[src/rtl/can_acf_multibank.sv]
// Multi-bank CAN acceptance filter: NUM_FILTERS code/mask banks scanned one per clock,
// the lowest-indexed matching bank wins.
module can_acf_multibank #(
  parameter int unsigned NUM_FILTERS = 4,
  parameter int unsigned IDX_W       = (NUM_FILTERS > 1) ? $clog2(NUM_FILTERS) : 1
) (
  input  logic             clk,
  input  logic             rst,
  input  logic             accept_all_i,
  input  logic             cfg_we_i,
  input  logic [IDX_W-1:0] cfg_index_i,
  input  logic [1:0]       cfg_mode_i,
  input  logic [29:0]      cfg_code_i,
  input  logic [29:0]      cfg_mask_i,
  output logic             cfg_busy_o,
  input  logic             frame_valid_i,
  input  logic [28:0]      frame_id_i,
  input  logic             frame_ide_i,
  input  logic             frame_rtr_i,
  output logic             result_valid_o,
  output logic             accept_o,
  output logic [IDX_W-1:0] hit_index_o,
  output logic             overrun_o,
  input  logic             overrun_clr_i
);

  typedef enum logic [1:0] {StIdle, StScan, StDone} state_e;

  localparam logic [IDX_W-1:0] LastIdx = IDX_W'(NUM_FILTERS - 1);
  // Standard frames only carry id[28:18]; id[17:0] sits at comparand bits [18:1].
  localparam logic [29:0]      StdMask = 30'h0007_FFFE;

  logic [1:0]       mode_q [NUM_FILTERS];
  logic [29:0]      code_q [NUM_FILTERS];
  logic [29:0]      mask_q [NUM_FILTERS];

  state_e           state_q;
  logic [IDX_W-1:0] idx_q;
  logic [28:0]      id_q;
  logic             ide_q;
  logic             rtr_q;
  logic             match_q;
  logic             result_valid_q;
  logic             accept_q;
  logic [IDX_W-1:0] hit_q;
  logic             overrun_q;

  logic             cfg_idx_ok;
  logic             bank_match;
  logic [29:0]      cmp_bits;

  assign cfg_idx_ok = 32'(cfg_index_i) < NUM_FILTERS;

  // Bank writes are only honoured while idle so a scan always sees a stable bank set.
  always_ff @(posedge clk or posedge rst) begin
    if (rst) begin
      for (int unsigned k = 0; k < NUM_FILTERS; k++) begin
        mode_q[k] <= 2'b00;
        code_q[k] <= 30'h0;
        mask_q[k] <= 30'h0;
      end
    end else if (cfg_we_i && (state_q == StIdle) && cfg_idx_ok) begin
      mode_q[cfg_index_i] <= cfg_mode_i;
      code_q[cfg_index_i] <= cfg_code_i;
      mask_q[cfg_index_i] <= cfg_mask_i;
    end
  end

  always_comb begin
    cmp_bits   = ~({id_q, rtr_q} ^ code_q[idx_q]) | mask_q[idx_q] |
                 (ide_q ? 30'h0 : StdMask);
    bank_match = (ide_q ? mode_q[idx_q][1] : mode_q[idx_q][0]) && (&cmp_bits);
  end

  always_ff @(posedge clk or posedge rst) begin
    if (rst) begin
      state_q        <= StIdle;
      idx_q          <= '0;
      id_q           <= 29'h0;
      ide_q          <= 1'b0;
      rtr_q          <= 1'b0;
      match_q        <= 1'b0;
      result_valid_q <= 1'b0;
      accept_q       <= 1'b0;
      hit_q          <= '0;
      overrun_q      <= 1'b0;
    end else begin
      result_valid_q <= 1'b0;

      if (overrun_clr_i) begin
        overrun_q <= 1'b0;
      end else if (frame_valid_i && (state_q != StIdle)) begin
        overrun_q <= 1'b1;
      end

      unique case (state_q)
        StIdle: begin
          if (frame_valid_i) begin
            id_q  <= frame_id_i;
            ide_q <= frame_ide_i;
            rtr_q <= frame_rtr_i;
            idx_q <= '0;
            if (accept_all_i) begin
              match_q <= 1'b1;
              state_q <= StDone;
            end else begin
              state_q <= StScan;
            end
          end
        end
        StScan: begin
          if (bank_match) begin
            match_q <= 1'b1;
            state_q <= StDone;
          end else if (idx_q == LastIdx) begin
            match_q <= 1'b0;
            state_q <= StDone;
          end else begin
            idx_q <= idx_q + 1'b1;
          end
        end
        StDone: begin
          // idx_q still holds the hit bank (or 0 for accept_all).
          result_valid_q <= 1'b1;
          accept_q       <= match_q;
          hit_q          <= match_q ? idx_q : '0;
          state_q        <= StIdle;
        end
        default: state_q <= StIdle;
      endcase
    end
  end

  assign cfg_busy_o     = (state_q != StIdle);
  assign result_valid_o = result_valid_q;
  assign accept_o       = accept_q;
  assign hit_index_o    = hit_q;
  assign overrun_o      = overrun_q;

endmodule

[config.mk]
export PLATFORM = sky130hd
export DESIGN_NAME = can_acf_multibank
export DESIGN_NICKNAME = d
export VERILOG_FILES = /design/src/rtl/can_acf_multibank.sv
export SDC_FILE = /design/constraint.sdc
export NUM_CORES = 1
export LEC_CHECK = 0
export CELL_PAD_IN_SITES_DETAIL_PLACEMENT = 0
export CELL_PAD_IN_SITES_GLOBAL_PLACEMENT = 1
export CORE_ASPECT_RATIO = 1.25
export CORE_MARGIN = 1
export CORE_UTILIZATION = 51
export CTS_CLUSTER_SIZE = 24
export DETAILED_ROUTE_END_ITERATION = 16
export GPL_ROUTABILITY_DRIVEN = 0
export PLACE_DENSITY = 0.81
export SYNTH_ARGS = -nofsm -noshare
export SYNTH_HDL_FRONTEND = slang
export SYNTH_SLANG_ARGS = --single-unit
[constraint.sdc]
create_clock -name clk -period 25.3 [get_ports clk]
set_input_delay 2.53 -clock clk [delete_from_list [all_inputs] [get_ports clk]]
set_output_delay 2.53 -clock clk [all_outputs]
set_load 0.1 [all_outputs]
==> results of run 1 <==
==> metrics by stage <==
| step | power (mW) | hold slack [ns] |
|---|---|---|
| 2_1_floorplan | 1.395 | 0.4522 |
| 3_3_place_gp | 1.568 | 0.4628 |
| 3_5_place_dp | 1.591 | 0.4732 |
| 4_1_cts | 2.063 | 0.4873 |
| 5_1_grt | 2.158 | 0.5053 |
| 6_report | 2.040 | 0.4823 |
==> registers in the layout (all words and copies together), names as in the netlist <==
name            flops
ide_q               1
idx_q               2
rtr_q               1
mode_q              8
overrun_o           1
result_valid_o      1
match_q             1
hit_index_o         2
code_q            120
id_q               29
accept_o            1
state_q             2
mask_q            120
==> cell type report <==
cell class              instances  area [um2]  area share (%)
clock inverters                11       158.9           1.055
flip-flops and latches        289        7232           48.03
multi-input cells             614        5196           34.51
well taps                     330       412.9           2.742
repair buffers                115        1129           7.495
clock buffers                  45       898.4           5.966
inverters                       6       30.03          0.1994
==> worst max-delay path by stage <==
stage / cells past startpoint / to / slack (ns) / start
2_1_floorplan: 1 / accept_o / 14.79 / rst
3_3_place_gp: 3 / code_q[54] / 20.41 / rst
3_5_place_dp: 3 / code_q[54] / 20.43 / rst
4_1_cts: 3 / cfg_busy_o / 20.41 / state_q[1]
5_1_grt: 3 / cfg_busy_o / 20.32 / state_q[1]
6_report: 3 / cfg_busy_o / 20.42 / state_q[1]
==> power by group through the flow <==
| stage | combinational, mW | sequential [mW] | clock [mW] |
|---|---|---|---|
| 2_1_floorplan | 0.575 | 0.820 | 0 |
| 3_3_place_gp | 0.704 | 0.864 | 0 |
| 3_5_place_dp | 0.716 | 0.875 | 0 |
| 4_1_cts | 0.721 | 0.869 | 0.473 |
| 5_1_grt | 0.771 | 0.899 | 0.488 |
| 6_report | 0.708 | 0.867 | 0.465 |
==> cell usage in the layout (no fill, tap or decap), types with 2 or more instances in the layout <==
cell / count
o22ai_1: 43
a221oi_2: 2
buf_4: 9
bufinv_16: 4
o211ai_1: 4
nor3_1: 7
mux2_2: 228
dfrtp_1: 289
inv_1: 4
o311ai_0: 2
clkinv_2: 6
xnor2_1: 114
nor4_1: 7
o31ai_1: 4
mux2i_1: 10
a21oi_1: 4
mux2_1: 23
o221ai_1: 2
o21ai_0: 13
or3_1: 3
clkbuf_8: 7
clkbuf_16: 31
nor2_1: 18
clkdlybuf4s50_1: 106
o21a_1: 2
xnor2_2: 2
nand2_1: 105
o2111ai_1: 4
clkbuf_1: 7
==> cell families after synthesis <==
| logic type | Yosys count | share of synthesized area, % |
|---|---|---|
| flops | 289 | 56.72 |
| mux | 261 | 22.95 |
| buf+inv | 72 | 2.630 |
| fa+ha+maj | 1 | 0.09812 |
| compound gates | 86 | 4.652 |
| simple gates | 150 | 4.858 |
| xor+xnor | 116 | 8.086 |
==> per-layer routing <==
layer  part of all wire, %  up-vias
met1                    42     3913
met4                   2.5        0
met3                   3.1       44
li1                      -     3547
met5                     0        -
met2                    52      133
==> flow_summary.json, run 1 <==
{
  "report.final.slew_viol_count": 0,
  "holdBufCountCts": 0,
  "pwr-share-comb_pct": 34.7,
  "layout-drive-gt1-share_pct": 27.69,
  "coreArea_um2": 24500,
  "reg2regPathDepth": 8,
  "ys_top_cells_by_count": "dfrtp_1 (289), mux2_2 (228), xnor2_1 (114)",
  "peakVddDrop_uv": 67.44,
  "clock_power_share_pct": 22.8,
  "final_antenna_net_count": 0,
  "worstHoldStart": "mask_q[91]",
  "power_density_nw_per_um2": 135.5,
  "synthesis.area_um2": 12750,
  "cts_root_buf": "clkbuf_16",
  "dp_slack_ns": 20.43,
  "cellInternalPower_mw": 1.358,
  "yosysTopAreaCell": "dfrtp_1",
  "hold_depth": 1,
  "crit_chain": "nor2_1 > inv_1 > clkdlybuf4s50_1",
  "end_kind": "primary output",
  "ys_seq_area_share_pct": 56.72,
  "ys.flop_type": "dfrtp_1",
  "hold_viol": 0,
  "period_share_pct": 19.29,
  "ys_warn_count": 0,
  "track_usage_pct": 22.86,
  "tritoncts": "built",
  "cts_buffers": 30,
  "antennaDiodeCount": 0,
  "relSlewSlack_pct": 33.36,
  "cts_buffer_depth": 3,
  "netlist.area_leader.share_pct": 56.72,
  "dp.final_hpwl_um": 18120,
  "setup_viol": 0,
  "cts_resized": 0,
  "globalRouteMet2Util_pct": 41.26,
  "final_core_util_pct": 61.45,
  "fillers": 2024,
  "worst-path-buf-inv": 2,
  "chipHeight_um": 178.8,
  "leakage_nw": 6.264,
  "rows": 64,
  "routed_wl_um": 28120,
  "ys_types": 42,
  "cts_setup_buffers": 0,
  "hp-class": "flop to flop",
  "clk_pin_slew_ns": 0.06,
  "place_area_um2": 14000,
  "antenna_found_initial": 0,
  "synthCells": 975,
  "grtUsageMet1_pct": 28.47,
  "swShare_pct": 33.42,
  "setup_slack_ns": 20.42,
  "start_kind": "flop",
  "grt-busiest-layer": "met2",
  "cp.required_ns": 22.77,
  "path_max_fanout": 6,
  "tightest_slew_ns": 0.9965,
  "p_seq_share_pct": 42.5,
  "worst_hold_path.endpoint": "mask_q[91]",
  "syn-num-nets": 1077,
  "rr_startpoint": "idx_q[1]",
  "crit_slowest_cell": "clkdlybuf4s50_1",
  "fin_setup_tns_ns": 0,
  "crit_family": "buffers and inverters",
  "rsz0062_at_grt": "no",
  "synth_area_leaders": "dfrtp_1 (57%), mux2_2 (20%), xnor2_1 (7.8%), nand2_1 (3.1%), o22ai_1 (2.1%)",
  "synth_seq_cells": 289,
  "slowest_delay_ns": 1.13,
  "drt-pass1-iter-count": 4,
  "via_per_inst": 5.416,
  "arrival_ns": 2.35,
  "initial_core_util_pct": 52.03,
  "drt_iter0_drc": 290,
  "overflow": 0,
  "yosysMostFrequentCell": "dfrtp_1",
  "grt_max_degree": 136,
  "rrSetupSlack_ns": 22.70,
  "clock_sinks": 289,
  "final_area_um2": 15060,
  "remaining_drc_errors": 0,
  "r2r-end": "idx_q[0]",
  "cts_max_level": 1,
  "port_buffers": 106,
  "ios": 107,
  "vias": 7637,
  "die_area_um2": 25640,
  "ys_async_sr_fraction_pct": 100.0,
  "fmax_mhz": 204.9,
  "status": "complete, no violations",
  "cap_violations": 0,
  "final_cells": 1410,
  "grt_pass1_wl_um": 44060,
  "grt_pass1_vias": 7887,
  "grt_use_met3_pct": 2.591,
  "place_inst": 1354,
  "avgSynthCellArea_um2": 13.08,
  "post_drt_wl_per_cell_um": 19.95,
  "fin_crit_ns": 4.880,
  "skew_ns": 0.007119,
  "clk_latency_ns": 0.55,
  "area.growth.synth_to_final_pct": 18.10,
  "fin_nets": 1158,
  "synth-edff-count": 0,
  "power.switching_mw": 0.6816,
  "critPathKind": "flop to primary output",
  "die_x_um": 143.4
}
(Power assumes the default switching activity.)
==> inputs of run 2 (changes only) <==
Settings changed: CORE_UTILIZATION 51 to 48, PLACE_DENSITY 0.81 to 0.77.
Clock period 25.3 ns to 5 ns, I/O delays scaled along.
==> flow_summary.json, run 2 (synthesized netlist as in run 1, its figures left out) <==
{
  "status": "complete, no violations",
  "holdBufCountCts": 0,
  "via_per_inst": 5.391,
  "layout_commonest_cell": "dfrtp_1",
  "ios": 107,
  "arrival_ns": 2.37,
  "overflow": 0,
  "area.growth.synth_to_final_pct": 17.52,
  "rsz0062_at_grt": "no",
  "die_x_um": 147.8,
  "end_kind": "primary output",
  "fillers": 2224,
  "place_area_um2": 14020,
  "setup_slack_ns": 2.129,
  "final_core_util_pct": 57.42,
  "track_usage_pct": 21.91,
  "initial_core_util_pct": 48.86,
  "fin_nets": 1158,
  "peakVddDrop_uv": 277.7,
  "tightest_slew_ns": 1.161,
  "setup_viol": 0,
  "clk_pin_slew_ns": 0.06,
  "reg2regPathDepth": 6,
  "fmax_mhz": 348.3,
  "chipHeight_um": 184.2,
  "fin_setup_tns_ns": 0,
  "clk_latency_ns": 0.54,
  "cts_buffers": 30,
  "antenna_found_initial": 1,
  "hp-class": "primary input to asynchronous set/reset pin",
  "tritoncts": "built",
  "grt_pass1_vias": 8090,
  "clock_sinks": 289,
  "rrSetupSlack_ns": 2.28,
  "final_cells": 1416,
  "seqCellArea_um2": 7232,
  "start_kind": "flop",
  "cts_buffer_depth": 3,
  "timing.hold.ws_ns": 0.1989,
  "port_buffers": 106,
  "cts_max_level": 1,
  "grt_pass1_wl_um": 45660,
  "skew_ns": 0.006663,
  "report.final.slew_viol_count": 0,
  "cts_setup_buffers": 0,
  "layout-drive-gt1-share_pct": 27.16,
  "relSlewSlack_pct": 22.35,
  "die_area_um2": 27220,
  "critPathKind": "flop to primary output",
  "hold_viol": 0,
  "r2r-end": "mask_q[38]",
  "drt-pass1-iter-count": 4,
  "power_density_nw_per_um2": 675.7,
  "reg.largest.list": "code_q: 120 flops, mask_q: 120 flops, id_q: 29 flops",
  "cap_violations": 0,
  "final_area_um2": 14980,
  "place_inst": 1364,
  "cts_root_buf": "clkbuf_16",
  "dp.final_hpwl_um": 19140,
  "rows": 66,
  "layout_common_cells": "dfrtp_1 (289), mux2_2 (228), xnor2_1 (114)",
  "grt_max_degree": 183,
  "vias": 7634,
  "fin_crit_ns": 2.871,
  "remaining_drc_errors": 0,
  "post_drt_wl_per_cell_um": 20.18,
  "cp.required_ns": 4.50,
  "drt_iter0_drc": 275,
  "fin_total_pwr_mw": 10.12,
  "period_share_pct": 57.42,
  "cts_resized": 0,
  "coreArea_um2": 26100,
  "multiInputGateArea_um2": 5196,
  "leakage_nw": 6.209,
  "path_max_fanout": 6,
  "routed_wl_um": 28570,
  "rr_startpoint": "state_q[1]",
  "dp_slack_ns": 2.045,
  "final_antenna_net_count": 0
}
run 2: cell types whose count changed in the layout (fill, tap and decap cells not counted):
cell,change
bufinv_16,-3
clkbuf_8,+1
clkinvlp_4,+1
clkinv_2,-4
clkbuf_1,+2
buf_4,-1
diode_2,+1
inv_6,-1
inv_8,-1
buf_12,+1
run 2: power by group:
part | switching [mW] | internal [mW]
Clock | 0.865 | 1.29
Sequential | 0.893 | 3.51
Combinational | 1.64 | 1.92
run 2: metal layers:
| metal | share of wire (%) | track usage (%) | wire, um | up-vias |
|---|---|---|---|---|
| li1 | - | - | - | 3539 |
| met1 | 42 | 27.57 | 12090 | 3913 |
| met2 | 52 | 39.04 | 14730 | 135 |
| met3 | 3.2 | 2.277 | 924 | 47 |
| met4 | 2.9 | 7.876 | 818 | 0 |
| met5 | 0 | 0 | 0 | - |
run 2: worst max path at each step:
stage | from | endpoint | slack (ns) | cells past startpoint
floorplan | rst | accept_o | 0.67 | 1
global placement | cfg_we_i | code_q[41] | 2.08 | 6
detailed placement | cfg_we_i | mask_q[31] | 2.05 | 6
CTS | state_q[1] | cfg_busy_o | 2.10 | 3
global route | idx_q[1] | idx_q[0] | 2.02 | 8
finish | state_q[1] | cfg_busy_o | 2.13 | 3
run 2: layout make-up:
| type | instances | area share (%) |
|---|---|---|
| sequential | 289 | 48.27 |
| multi-input combinational | 614 | 34.68 |
| timing repair buffer | 115 | 7.616 |
| clock buffer | 48 | 6.138 |
| tap | 340 | 2.839 |
| clock inverter | 3 | 0.2672 |
| inverter | 6 | 0.1754 |
| antenna | 1 | 0.01670 |
run 2: worst max-delay path, stage by stage (launching register included):
cell and delay, ns:
dfrtp_1 0.44, nor2_1 0.31, inv_1 0.10, clkdlybuf4s50_1 0.98
==> inputs of run 3 (changes only) <==
Clock period 5 ns to 2.7 ns, I/O delays scaled along.
==> flow_summary.json, run 3 (synthesized netlist as in run 1, its figures left out) <==
{
  "routed_wl_um": 29090,
  "cts_max_level": 1,
  "critPathKind": "flop to flop",
  "clk_latency_ns": 0.55,
  "report.final.slew_viol_count": 0,
  "hp-class": "primary input to asynchronous set/reset pin",
  "ios": 107,
  "dp.final_hpwl_um": 19740,
  "timing.hold.ws_ns": 0.1423,
  "tritoncts": "built",
  "via_per_inst": 5.415,
  "rrSetupSlack_ns": 0.26,
  "end_kind": "flop",
  "p_seq_share_pct": 42.2,
  "hold_viol": 0,
  "area.growth.synth_to_final_pct": 19.68,
  "power_density_nw_per_um2": 1260,
  "drt_iter0_drc": 341,
  "drt-pass1-iter-count": 4,
  "skew_ns": 0.01088,
  "setup_slack_ns": 0.2558,
  "die_x_um": 147.8,
  "vias": 7738,
  "status": "complete, no violations",
  "coreArea_um2": 26100,
  "cts_root_buf": "clkbuf_16",
  "rsz0062_at_grt": "no",
  "final_antenna_net_count": 0,
  "cts_resized": 0,
  "pwr-share-comb_pct": 35.3,
  "tightest_slew_ns": 0.5941,
  "clock_sinks": 289,
  "period_share_pct": 90.52,
  "port_buffers": 106,
  "setup_viol": 0,
  "cts_buffers": 30,
  "layout_commonest_cell": "dfrtp_1",
  "relSlewSlack_pct": 60.31,
  "track_usage_pct": 22.33,
  "reg.largest.list": "code_q: 120 flops, mask_q: 120 flops, id_q: 29 flops",
  "overflow": 0,
  "die_area_um2": 27220,
  "cellInternalPower_mw": 12.78,
  "layout_common_cells": "dfrtp_1 (288), mux2_2 (228), xnor2_1 (114)",
  "swShare_pct": 33.55,
  "rr_startpoint": "id_q[26]",
  "final_core_util_pct": 58.47,
  "reg2regPathDepth": 7,
  "cp-startpoint": "id_q[26]",
  "arrival_ns": 2.90,
  "fin_crit_ns": 2.444,
  "start_kind": "flop",
  "fin_total_pwr_mw": 19.22,
  "fmax_mhz": 409.1,
  "cap_violations": 0,
  "grt_max_degree": 77,
  "chipHeight_um": 184.2,
  "peakVddDrop_uv": 609.4,
  "path_max_fanout": 7,
  "critical_path.endpoint": "state_q[1]",
  "power.switching_mw": 6.449,
  "grt_pass1_vias": 8258,
  "rows": 66,
  "cp.required_ns": 3.16,
  "remaining_drc_errors": 0,
  "clk_pin_slew_ns": 0.06,
  "holdBufCountCts": 0,
  "dp_slack_ns": 0.2201,
  "initial_core_util_pct": 48.86,
  "layout-drive-gt1-share_pct": 28.95,
  "post_drt_wl_per_cell_um": 20.36,
  "cts_setup_buffers": 0,
  "clock_power_share_pct": 22.6,
  "leakage_nw": 6.344,
  "r2r-end": "state_q[1]",
  "cts_buffer_depth": 3,
  "antenna_found_initial": 1,
  "grt_pass1_wl_um": 46440,
  "fin_nets": 1166
}
[run 3: worst min path at each step]
stage                  startpoint         end  slack (ns)  cells past startpoint
finish                        rst  code_q[35]        0.14                      2
floorplan           overrun_clr_i   overrun_o        0.34                      1
global route                  rst  mask_q[35]        0.18                      2
CTS                           rst  mask_q[35]        0.14                      2
detailed placement     mask_q[91]  mask_q[91]        0.48                      1
global placement        mode_q[7]   mode_q[7]        0.47                      1
[run 3: power by group through the flow]
stage	Clock [mW]	Sequential, mW	Combinational [mW]
final	4.34	8.11	6.78
after CTS	4.43	8.12	6.92
after floorplan	0	7.69	5.39
after global routing	4.63	8.42	7.36
after global placement	0	8.10	6.77
after detailed placement	0	8.19	6.88
[run 3: through the flow]
step           setup TNS (ns)  cells  cell area [um2]
2_1_floorplan         -405.52    975            12750
3_3_place_gp                0   1372            14190
3_5_place_dp                0   1372            14190
4_1_cts                     0   1428            15250
5_1_grt                     0   1428            15260
6_report                    0   1429            15260
[run 3: worst max-delay path: stages, from the launching register on]
cell,delay [ns]
dfrtp_1,0.49
xnor2_2,0.14
o22ai_1,0.13
or4_1,0.53
o21a_1,0.21
o32ai_2,0.30
o211ai_2,0.24
a311oi_2,0.31
[run 3: final cells by class]
class / instances / area (um2)
repair buffers: 123 / 1311
clock inverters: 9 / 127.6
inverters: 6 / 26.28
well taps: 340 / 425.4
fillers: 2203 / 10840
multi-input cells: 614 / 5196
clock buffers: 47 / 935.9
flip-flops and latches: 289 / 7233
diodes: 1 / 2.502
[run 3: per-layer routing]
layer,global-route usage (%),vias up,wire length (um)
met5,0,-,0
met4,7.175,0,729
met3,2.946,42,1126
met2,40.58,150,15090
met1,27.31,3978,12140
li1,-,3568,-
